`src/rtl/encode_time_tx.sv`:
```
// Serialises a captured BCD time as ASCII "HH:MM:SS[@]\r[\n]" over a valid/ready byte stream.
// Each new message captures its time fields once, at start, and holds them until the message ends.
module encode_time_tx #(
  parameter bit         WITH_LF    = 1'b1,
  parameter logic [7:0] ALARM_CHAR = 8'h40
) (
  input  logic       clk,
  input  logic       rst_n,
  input  logic       start,
  input  logic [7:0] di_hrs,
  input  logic [7:0] di_min,
  input  logic [7:0] di_sec,
  input  logic       alarm_flag,
  input  logic       tx_ready,
  output logic [7:0] tx_data,
  output logic       tx_valid,
  output logic       busy,
  output logic       done
);

  localparam int unsigned IDX_W  = 4;
  localparam int unsigned BYTE_W = 8;

  localparam logic [BYTE_W-1:0] CHR_COLON = 8'h3A;
  localparam logic [BYTE_W-1:0] CHR_CR    = 8'h0D;
  localparam logic [BYTE_W-1:0] CHR_LF    = 8'h0A;
  localparam logic [BYTE_W-1:0] CHR_BAD   = 8'h3F;
  localparam logic [BYTE_W-1:0] CHR_ZERO  = 8'h30;

  typedef enum logic {IDLE, SEND} state_e;

  state_e            state_q, state_d;
  logic [IDX_W-1:0]  idx_q, idx_d;
  logic [BYTE_W-1:0] hrs_q, hrs_d;
  logic [BYTE_W-1:0] min_q, min_d;
  logic [BYTE_W-1:0] sec_q, sec_d;
  logic              alarm_q, alarm_d;
  logic [BYTE_W-1:0] data_q, data_d;
  logic              done_q, done_d;
  logic [IDX_W-1:0]  last_idx;

  function automatic logic [BYTE_W-1:0] digit(input logic [3:0] n);
    return (n <= 4'd9) ? (CHR_ZERO + BYTE_W'(n)) : CHR_BAD;
  endfunction

  // Byte at position idx of the message built from the given capture.
  function automatic logic [BYTE_W-1:0] char_at(input logic [IDX_W-1:0]  idx,
                                                input logic [BYTE_W-1:0] h,
                                                input logic [BYTE_W-1:0] m,
                                                input logic [BYTE_W-1:0] s,
                                                input logic              a);
    logic [BYTE_W-1:0] c;
    c = CHR_LF;
    case (idx)
      4'd0:    c = digit(h[7:4]);
      4'd1:    c = digit(h[3:0]);
      4'd2:    c = CHR_COLON;
      4'd3:    c = digit(m[7:4]);
      4'd4:    c = digit(m[3:0]);
      4'd5:    c = CHR_COLON;
      4'd6:    c = digit(s[7:4]);
      4'd7:    c = digit(s[3:0]);
      4'd8:    c = a ? ALARM_CHAR : CHR_CR;
      4'd9:    c = a ? CHR_CR : CHR_LF;
      default: c = CHR_LF;
    endcase
    return c;
  endfunction

  assign last_idx = 4'd8 + IDX_W'(alarm_q) + IDX_W'(WITH_LF);

  always_ff @(posedge clk or negedge rst_n) begin
    if (!rst_n) begin
      state_q <= IDLE;
      idx_q   <= '0;
      hrs_q   <= '0;
      min_q   <= '0;
      sec_q   <= '0;
      alarm_q <= 1'b0;
      data_q  <= '0;
      done_q  <= 1'b0;
    end else begin
      state_q <= state_d;
      idx_q   <= idx_d;
      hrs_q   <= hrs_d;
      min_q   <= min_d;
      sec_q   <= sec_d;
      alarm_q <= alarm_d;
      data_q  <= data_d;
      done_q  <= done_d;
    end
  end

  // Next-state: capture on start in IDLE, advance one byte per accepted transfer in SEND.
  always_comb begin
    state_d = state_q;
    idx_d   = idx_q;
    hrs_d   = hrs_q;
    min_d   = min_q;
    sec_d   = sec_q;
    alarm_d = alarm_q;
    data_d  = data_q;
    done_d  = 1'b0;
    case (state_q)
      IDLE: begin
        if (start) begin
          hrs_d   = di_hrs;
          min_d   = di_min;
          sec_d   = di_sec;
          alarm_d = alarm_flag;
          idx_d   = '0;
          data_d  = char_at('0, di_hrs, di_min, di_sec, alarm_flag);
          state_d = SEND;
        end
      end
      SEND: begin
        if (tx_ready) begin
          if (idx_q == last_idx) begin
            state_d = IDLE;
            done_d  = 1'b1;
          end else begin
            idx_d  = idx_q + 4'd1;
            data_d = char_at(idx_q + 4'd1, hrs_q, min_q, sec_q, alarm_q);
          end
        end
      end
      default: state_d = IDLE;
    endcase
  end

  assign tx_valid = (state_q == SEND);
  assign busy     = (state_q == SEND);
  assign tx_data  = data_q;
  assign done     = done_q;

endmodule
```
`config.mk`:
```
export PLATFORM = sky130hd
export DESIGN_NAME = encode_time_tx
export DESIGN_NICKNAME = d
export VERILOG_FILES = /design/src/rtl/encode_time_tx.sv
export SDC_FILE = /design/constraint.sdc
export NUM_CORES = 1
export LEC_CHECK = 0
export BUFFER_PORTS_ARGS = -buffer_cell sky130_fd_sc_hd__buf_2
export CORE_MARGIN = 4
export CORE_UTILIZATION = 30
export CTS_BUF_LIST = sky130_fd_sc_hd__clkbuf_16
export DETAILED_ROUTE_END_ITERATION = 10
export HOLD_SLACK_MARGIN = 0.12
export PLACE_DENSITY = 0.56
export SETUP_SLACK_MARGIN = 0.05
export SYNTH_ARGS = -nofsm -noshare
export SYNTH_HDL_FRONTEND = slang
export SYNTH_SLANG_ARGS = --single-unit
```
`constraint.sdc`:
```
create_clock -name clk -period 1.8 [get_ports clk]
set_input_delay 0.09 -clock clk [delete_from_list [all_inputs] [get_ports clk]]
set_output_delay 0.09 -clock clk [all_outputs]
set_load 0.02 [all_outputs]
```
# Yosys cells after proc, flatten, opt, wreduce, memory -nomap -nowiden

Cells that the tools add are included.

Output and inout bits: 11
ROM bits: 0
Memories kept: 0
Word-level logic and storage cells: 68
Bits in latches: 0
Bits in writable memories: 0
Register bits after elaboration: 39

Shifts and indexed selects: 0
Multipliers: 0
$add $sub $neg: 10
Magnitude comparators: 7
Reductions and logical operators: 4
Eq/ne operators: 13
Div/mod/pow operators: 0
Bitwise logic cells: 1
Multiplexer cells: 25

Operator list:

| operator                                       | count |
|---|---|
| one-hot mux 7 bit (9 select lines)             | 1 |
| 2-to-1 mux 7 bit                               | 8 |
| adder 6 x 4 -> 7 bit (first input constant)    | 7 |
| <= comparator 4 bit (second input constant)    | 7 |
| 2-to-1 mux 8 bit                               | 3 |
| == test 4 x 3 -> 1 bit (second input constant) | 4 |
| one-hot mux 8 bit (2 select lines)             | 1 |
| 2-to-1 mux 4 bit                               | 3 |
| adder 4 x 1 -> 4 bit (second input constant)   | 2 |
| == test 4 x 2 -> 1 bit (second input constant) | 2 |
| == test 4 bit (second input constant)          | 2 |
| one-hot mux 4 bit (2 select lines)             | 1 |
| 2-to-1 mux 1 bit                               | 6 |
| inequality test 2 bit (second input constant)  | 3 |
| adder 4 x 1 -> 4 bit (first input constant)    | 1 |
| == test 4 x 1 -> 1 bit (second input constant) | 1 |
| == test 4 bit                                  | 1 |
| logical NOT 4 bit                              | 1 |
| 2-to-1 mux 3 bit                               | 1 |
| AND reduction 3 bit                            | 1 |
| one-hot mux 1 bit (2 select lines)             | 1 |
| AND reduction 2 bit                            | 1 |
| OR reduction 2 bit                             | 1 |
| inverter 1 bit                                 | 1 |

# Depth between registers and ports, before layout

Gate-level depths: netlist (run 1).

Depth after elaboration: 7
Gate-level depth with buffers: 7

# Worst setup path before layout (run 1)

Ideal clock, no wire load.

Path type: reg-to-reg
Start: register idx_q[0]
End: register data_q[3], in the netlist tx_data[3]
Clock period less this slack: 1.989 ns
Path buffers: 0
Setup time: 0.082 ns
Required time: 1.718 ns
Data arrival time: 1.907 ns
Stages on the path, launching flop included: 7
Slack: -0.189 ns
Cell sequence: dfrtp_1 > inv_1 > ha_1 > or4_1 > a221o_1 > o211a_1 > a31oi_1

Longest elaborated chain between the ends: 7
Elaborated cells on any way between the ends: 19
Those cells by class: add/sub (1); eq/ne (11); mux (4); reduce/logical (3)

Ends and longest elaborated chain:

| item                                                                    | RTL line | RTL |
|---|---|---|
| start, declared                                                         | 33       | `logic [IDX_W-1:0] idx_q, idx_d;` |
| start signal, assigned                                                  | 84       | `idx_q <= idx_d;` |
| adder 4 x 1 -> 4 bit                                                    | 123      | `data_d = char_at(idx_q + 4'd1, hrs_q, min_q, sec_q, alarm_q);` |
| == test 4 x 3 -> 1 bit / == test 4 x 2 -> 1 bit (equally long branches) | 54       | `case (idx)` |
| OR reduction 2 bit (no source line)                                     | n/a      |  |
| one-hot mux 7 bit (9 select lines)                                      | 54       |  |
| 2-to-1 mux 8 bit                                                        | 118      | `if (idx_q == last_idx) begin` |
| 2-to-1 mux 8 bit                                                        | 117      | `if (tx_ready) begin` |
| one-hot mux 8 bit (2 select lines)                                      | 104      | `case (state_q)` |
| end signal, assigned                                                    | 89       | `data_q <= data_d;` |
| end, declared                                                           | 38       | `logic [BYTE_W-1:0] data_q, data_d;` |

Several ways; a longest one is shown, not always the timed one. The select of a mux whose other input is x is not followed.
A chain may end at the register's enable or synchronous reset.

# Final worst setup path (run 1)

Start: register idx_q[1]
End: register data_q[3], in the netlist tx_data[3]

Same word-level chain as after synthesis.

==> impl_metrics.py, run 1 <==
metrics = {
    "run_status": {
        "run_status": "finished with violations",
        "violations": "setup timing",
    },
    "final_layout": {
        "mostFrequentLayoutCells": "nand2_1, buf_2, buf_4",
        "layout-area-overhead-vs-synth_pct": 45.5,
        "fin_util": 0.451,
        "layout.nets": 409,
        "n_antenna_cell": 0,
        "final_common_cell": "nand2_1",
        "drive_gt1_frac": 0.289,
    },
    "synth": {
        "netlist_top_cells_area": "dfrtp_1, nand2_1, a21oi_1",
        "synth_ff_type": "dfrtp_1",
        "synth_area_per_cell_um2": 8.07,
        "yosys.area.top_type": "dfrtp_1",
        "syn_nets": 313,
        "synth_cells": 280,
        "ys.warnings.count": 0,
        "synthDistinctLibCells": 53,
        "yosysSeqAreaShare": 0.410,
        "synth_edf_count": 0,
        "async_reset_ff_frac": 1.00,
        "ys_ff_latch": 37,
        "yosysTopAreaCellShare": 0.410,
        "synth_area_mm2": 0.00226,
    },
    "worst_setup_path": {
        "cp_cell_sequence": "inv_2, ha_2, or4_4, a221o_1, o211a_1, a31oi_1",
        "cp_slowest_cell": "or4_4",
        "critPathArrivalTime_ns": 2.14,
        "worstReg2RegStart": "idx_q[1]$_DFFE_PN0P_",
        "path_class": "reg -> reg",
        "worstSetupStartpoint": "idx_q[1]$_DFFE_PN0P_",
        "startpoint_type": "register",
        "endpoint_kind": "register",
        "crit_required_ns": 2.00,
        "path_max_fanout": 5,
        "critPathMaxStageDelay_ns": 0.53,
        "crit_end": "tx_data[3]$_DFFE_PN0P_",
        "rr_worst_depth": 6,
        "reg2reg_to": "tx_data[3]$_DFFE_PN0P_",
        "r2r_setup_slack_ns": -0.13,
    },
    "floorplan": {
        "ios": 40,
        "fp.dieH_um": 94.8,
        "die-area_mm2": 0.00899,
        "die-width_um": 94.8,
        "coreArea_mm2": 0.00729,
        "rows": 31,
        "start_util": 0.310,
    },
    "cts": {
        "cts_max_level": 2,
        "cts.sinks": 37,
        "path_clk_slew_ns": 0.06,
        "cts_max_path_buffers": 2,
        "cts_tree": "done",
        "clk_latency_ns": 0.28,
        "cts-root-buf": "clkbuf_16",
        "numCtsBuffers": 5,
    },
    "power_and_ir_drop": {
        "peakVddDrop_mv": 0.526,
        "total_power_mw": 5.07,
        "p_leak_nw": 1.55,
        "power_density_mw_per_mm2": 1540,
    },
    "timing": {
        "report.final.hold_viol_count": 0,
        "fin_ws_ns": -0.134,
        "fmax_ghz": 0.517,
        "period_share": 1.07,
        "fin_crit_ns": 1.93,
        "setup_viol": 8,
        "rsz0062_at_grt": "yes",
        "fin_skew_ns": 0.00390,
        "finalMaxSlewViolations": 0,
        "timing.hold.ws_ns": 0.265,
    },
    "grt": {
        "grt_max_degree": 27,
        "grt_antenna_before_repair": 0,
        "grt_pass1_vias": 2281,
        "groute.usage.overall": 0.163,
        "grt-ovfl-total": 0,
        "grt_pass1_wl_um": 11100,
    },
    "min_path": {
        "hold_class": "in -> async",
    },
    "detailed_routing": {
        "drc_errors": 0,
        "wirelength_um": 6750,
        "vias": 2369,
        "wl_per_cell_um": 14.2,
        "vias_per_cell": 4.98,
        "initialDrtViolationCount": 131,
        "drt-pass1-iter-count": 4,
        "final_antenna_net_count": 0,
    },
    "placed_design": {
        "routabilityCongestion": 0.883,
        "dp_hpwl_um": 5000,
        "io_buffer_count": 38,
    },
    "job": {
        "drv_cap": 0,
    },
}
-- state kept, by name (all words and copies together) (netlist names) --
register	count
done	1
sec_q	8
hrs_q	8
tx_data	6
busy	1
alarm_q	1
idx_q	4
min_q	8
-- worst max-delay path: cells and delay by family (launching register included) --
family,cells,cell delay [ns]
DFF,1,0.41
adders and majority gates,1,0.18
AOI/OAI and AO/OA,3,0.67
and+or+nand+nor,1,0.53
buffers and inverters,1,0.06
-- report_power, final --
group | leakage (nW) | total (mW) | switching (mW) | internal (mW)
logic | 1.03 | 2.69 | 1.42 | 1.28
registers | 0.454 | 1.55 | 0.374 | 1.18
clock network | 0.0687 | 0.826 | 0.326 | 0.500
-- cell families after synthesis --
kind of cell	after synthesis	share of synthesized area
other cells	1	0.00166
compound gates	78	0.243
flops	37	0.410
simple gates	128	0.246
xor+xnor	3	0.0116
buf+inv	25	0.0487
mux	4	0.0177
fa+ha+maj	4	0.0221
-- timing repair --
action,in CTS,in global routing
setup buffers,4,1
endpoints found under the setup margin,5,10
endpoints found under the hold margin,43,0
hold buffers,28,0
gates resized for setup,8,10
gates cloned,0,0
pin swaps,2,1
-- cell type report --
cell class	count	area, um2
Clock inverter	3	12.5
Fill cell	739	4010
Tap cell	99	124
Inverter	9	33.8
Clock buffer	5	125
Sequential cell	37	928
Timing Repair Buffer	105	771
Multi-Input combinational cell	218	1290
-- per-stage QoR --
step	worst slack [ns]	cell area, um2	TNS, ns	cells
floorplan	-0.0627	2270	-0.177	280
global placement	-0.102	2770	-0.400	435
detailed placement	-0.149	2770	-0.553	435
CTS	-0.160	3240	-0.757	475
global route	-0.207	3290	-1.32	476
finish	-0.134	3290	-0.587	476
-- per-layer routing --
layer	GRT usage	share of wire	routed length, um
met1	0.218	0.46	3120
met2	0.255	0.45	3030
met3	0.0311	0.060	405
met4	0.0709	0.030	201
met5	0	0	0
-- synth_stat cells (all sizes together), types with 5 or more instances --
library cell / number
a21oi: 20
buf: 8
clkbuf: 8
dfrtp: 37
inv: 8
nand2: 87
nand3: 5
nor2: 14
o21a: 7
o21ai: 16
-- how the worst min path moves through the flow --
stage                                        end  cells after the start  startpoint
final                        alarm_q$_DFFE_PN0P_                      2       rst_n
after global routing         alarm_q$_DFFE_PN0P_                      2       rst_n
after CTS                   min_q[3]$_DFFE_PN0P_                      2       rst_n
after detailed placement  tx_data[6]$_DFFE_PN0P_                      1       rst_n
after global placement       alarm_q$_DFFE_PN0P_                      1       rst_n
after floorplan              alarm_q$_DFFE_PN0P_                      0       rst_n
Note: power is estimated with default switching activity, not from simulation.
==> run 2: changes to the inputs <==
- CTS_CLUSTER_SIZE: default -> 24
- TNS_END_PERCENT: default -> 1
==> run 2 against run 1 <==
Net effect: critical path depth fell by 1; the run still ends with setup timing left; sequential power barely moved; clock power rose by 18%; core utilization fell by 0.24 points; count of clock-buffer cells in the layout did not move; register-to-register slack barely moved; hold slack got worse by 0.0020 ns; largest power group unchanged.
==> impl_metrics.py, run 2 (synthesized netlist as in run 1, its figures left out) <==
metrics = {
    "grt": {
        "use_met3": 0.0295,
        "grt_util_met1": 0.210,
        "grtUsageMet2": 0.252,
        "groute.usage.overall": 0.157,
        "grt-ovfl-total": 0,
        "grt_max_degree": 27,
        "busiest_layer": "met2",
        "grt_antenna_before_repair": 0,
        "grt_pass1_wl_um": 11000,
        "grt_pass1_vias": 2287,
    },
    "timing": {
        "report.final.hold_viol_count": 0,
        "rsz0062_at_grt": "yes",
        "fin_ws_ns": -0.141,
        "tns_ns": -0.505,
        "fin_skew_ns": 0.00355,
        "period_share": 1.08,
        "fin_crit_ns": 1.94,
        "finalMaxSlewViolations": 0,
        "fmax_ghz": 0.515,
        "setup_viol": 5,
    },
    "worst_setup_path": {
        "critPathArrivalTime_ns": 2.14,
        "startpoint_type": "register",
        "r2r_setup_slack_ns": -0.14,
        "path_max_fanout": 7,
        "worstReg2RegStart": "idx_q[0]$_DFFE_PN0P_",
        "crit_required_ns": 2.00,
        "path_class": "reg -> reg",
        "endpoint_kind": "register",
        "rr_worst_depth": 5,
        "reg2reg_to": "tx_data[3]$_DFFE_PN0P_",
    },
    "detailed_routing": {
        "vias_per_cell": 4.95,
        "initialDrtViolationCount": 188,
        "wl_per_cell_um": 14.0,
        "final_antenna_net_count": 0,
        "drc_errors": 0,
        "vias": 2328,
        "wirelength_um": 6560,
        "drt-pass1-iter-count": 4,
    },
    "floorplan": {
        "die-area_mm2": 0.00899,
        "ios": 40,
        "fp.dieH_um": 94.8,
        "rows": 31,
        "die-width_um": 94.8,
        "coreArea_mm2": 0.00729,
        "start_util": 0.310,
    },
    "power_and_ir_drop": {
        "peakVddDrop_mv": 0.521,
        "p_leak_nw": 1.52,
        "power_density_mw_per_mm2": 1570,
    },
    "final_layout": {
        "layout.nets": 403,
        "final_common_cell": "nand2_1",
        "mostFrequentLayoutCells": "nand2_1, buf_2, dfrtp_1",
        "reg_top3": "hrs_q: 8 flops, min_q: 8 flops, sec_q: 8 flops",
        "instances_no_fill": 470,
        "design_area_mm2": 0.00327,
        "layout-area-overhead-vs-synth_pct": 44.7,
        "n_antenna_cell": 0,
        "drive_gt1_frac": 0.283,
    },
    "cts": {
        "cts.sinks": 37,
        "path_clk_slew_ns": 0.06,
        "cts_max_level": 2,
        "cts_max_path_buffers": 2,
        "cts-root-buf": "clkbuf_16",
        "clk_latency_ns": 0.28,
        "numCtsBuffers": 5,
        "cts_tree": "done",
    },
    "placed_design": {
        "postPlaceCellArea_mm2": 0.00274,
        "io_buffer_count": 38,
        "dp_hpwl_um": 5000,
        "routabilityCongestion": 0.877,
        "dp.cells": 432,
    },
    "run_status": {
        "run_status": "finished with violations",
        "violations": "setup timing",
    },
    "job": {
        "drv_cap": 0,
    },
    "min_path": {
        "hold_class": "in -> async",
    },
}
[run 2: cell types whose count changed in the layout (fill, tap and decap cells not counted), moves of 2 or more]
cell,change
o21ai_1,-3
o21ai_0,+3
a211oi_1,+2
a211oi_2,-2
buf_4,-4
buf_6,-2
[run 2: cell type report]
cell class | count | area [um2]
fill | 753 | 4020
inverter | 9 | 33.8
sequential | 37 | 928
clock buffer | 5 | 125
tap | 99 | 124
multi-input combinational | 218 | 1300
clock inverter | 3 | 41.3
timing repair buffer | 99 | 718
[run 2: how the worst max path moves through the flow]
| stage | slack [ns] | from | to |
|---|---|---|---|
| floorplan | -0.06 | idx_q[0]$_DFFE_PN0P_ | tx_data[3]$_DFFE_PN0P_ |
| global placement | -0.11 | idx_q[0]$_DFFE_PN0P_ | tx_data[3]$_DFFE_PN0P_ |
| detailed placement | -0.15 | idx_q[0]$_DFFE_PN0P_ | tx_data[3]$_DFFE_PN0P_ |
| CTS | -0.13 | idx_q[1]$_DFFE_PN0P_ | tx_data[3]$_DFFE_PN0P_ |
| global route | -0.21 | idx_q[0]$_DFFE_PN0P_ | tx_data[3]$_DFFE_PN0P_ |
| finish | -0.14 | idx_q[0]$_DFFE_PN0P_ | tx_data[3]$_DFFE_PN0P_ |
[run 2: metal layers]
metal	wire length, um	part of all wire
met5	0	0
met4	152	0.023
met3	327	0.050
met2	3060	0.47
met1	3020	0.46
[run 2: what timing repair did]
action	4_1_cts	5_1_grt
resized for setup	6	8
hold endpoints to repair	43	0
buffers inserted	1	1
setup endpoints to repair	5	7
pin swaps	1	0
hold buffers	28	0
[run 2: stage by stage]
step           power [mW]  worst slack [ns]   util  hold slack (ns)
2_1_floorplan        3.02           -0.0627      -           -0.206
4_1_cts              5.04            -0.134  0.442            0.284
6_report             5.14            -0.141  0.448            0.263
3_5_place_dp         3.92            -0.153  0.376           0.0348
3_3_place_gp         3.87            -0.109  0.376           0.0316
5_1_grt              5.54            -0.208  0.448            0.301
[run 2: worst max-delay path, cell delays in order, from the launching register on]
cell     delay [ns]
dfrtp_2        0.46
ha_2           0.23
or4_4          0.52
a221o_1        0.37
o211a_1        0.16
a31oi_1        0.12
[run 2: where the power goes]
part	total, mW	internal, mW	switching [mW]
clock network	0.976	0.648	0.328
registers	1.56	1.18	0.378
logic	2.61	1.21	1.40
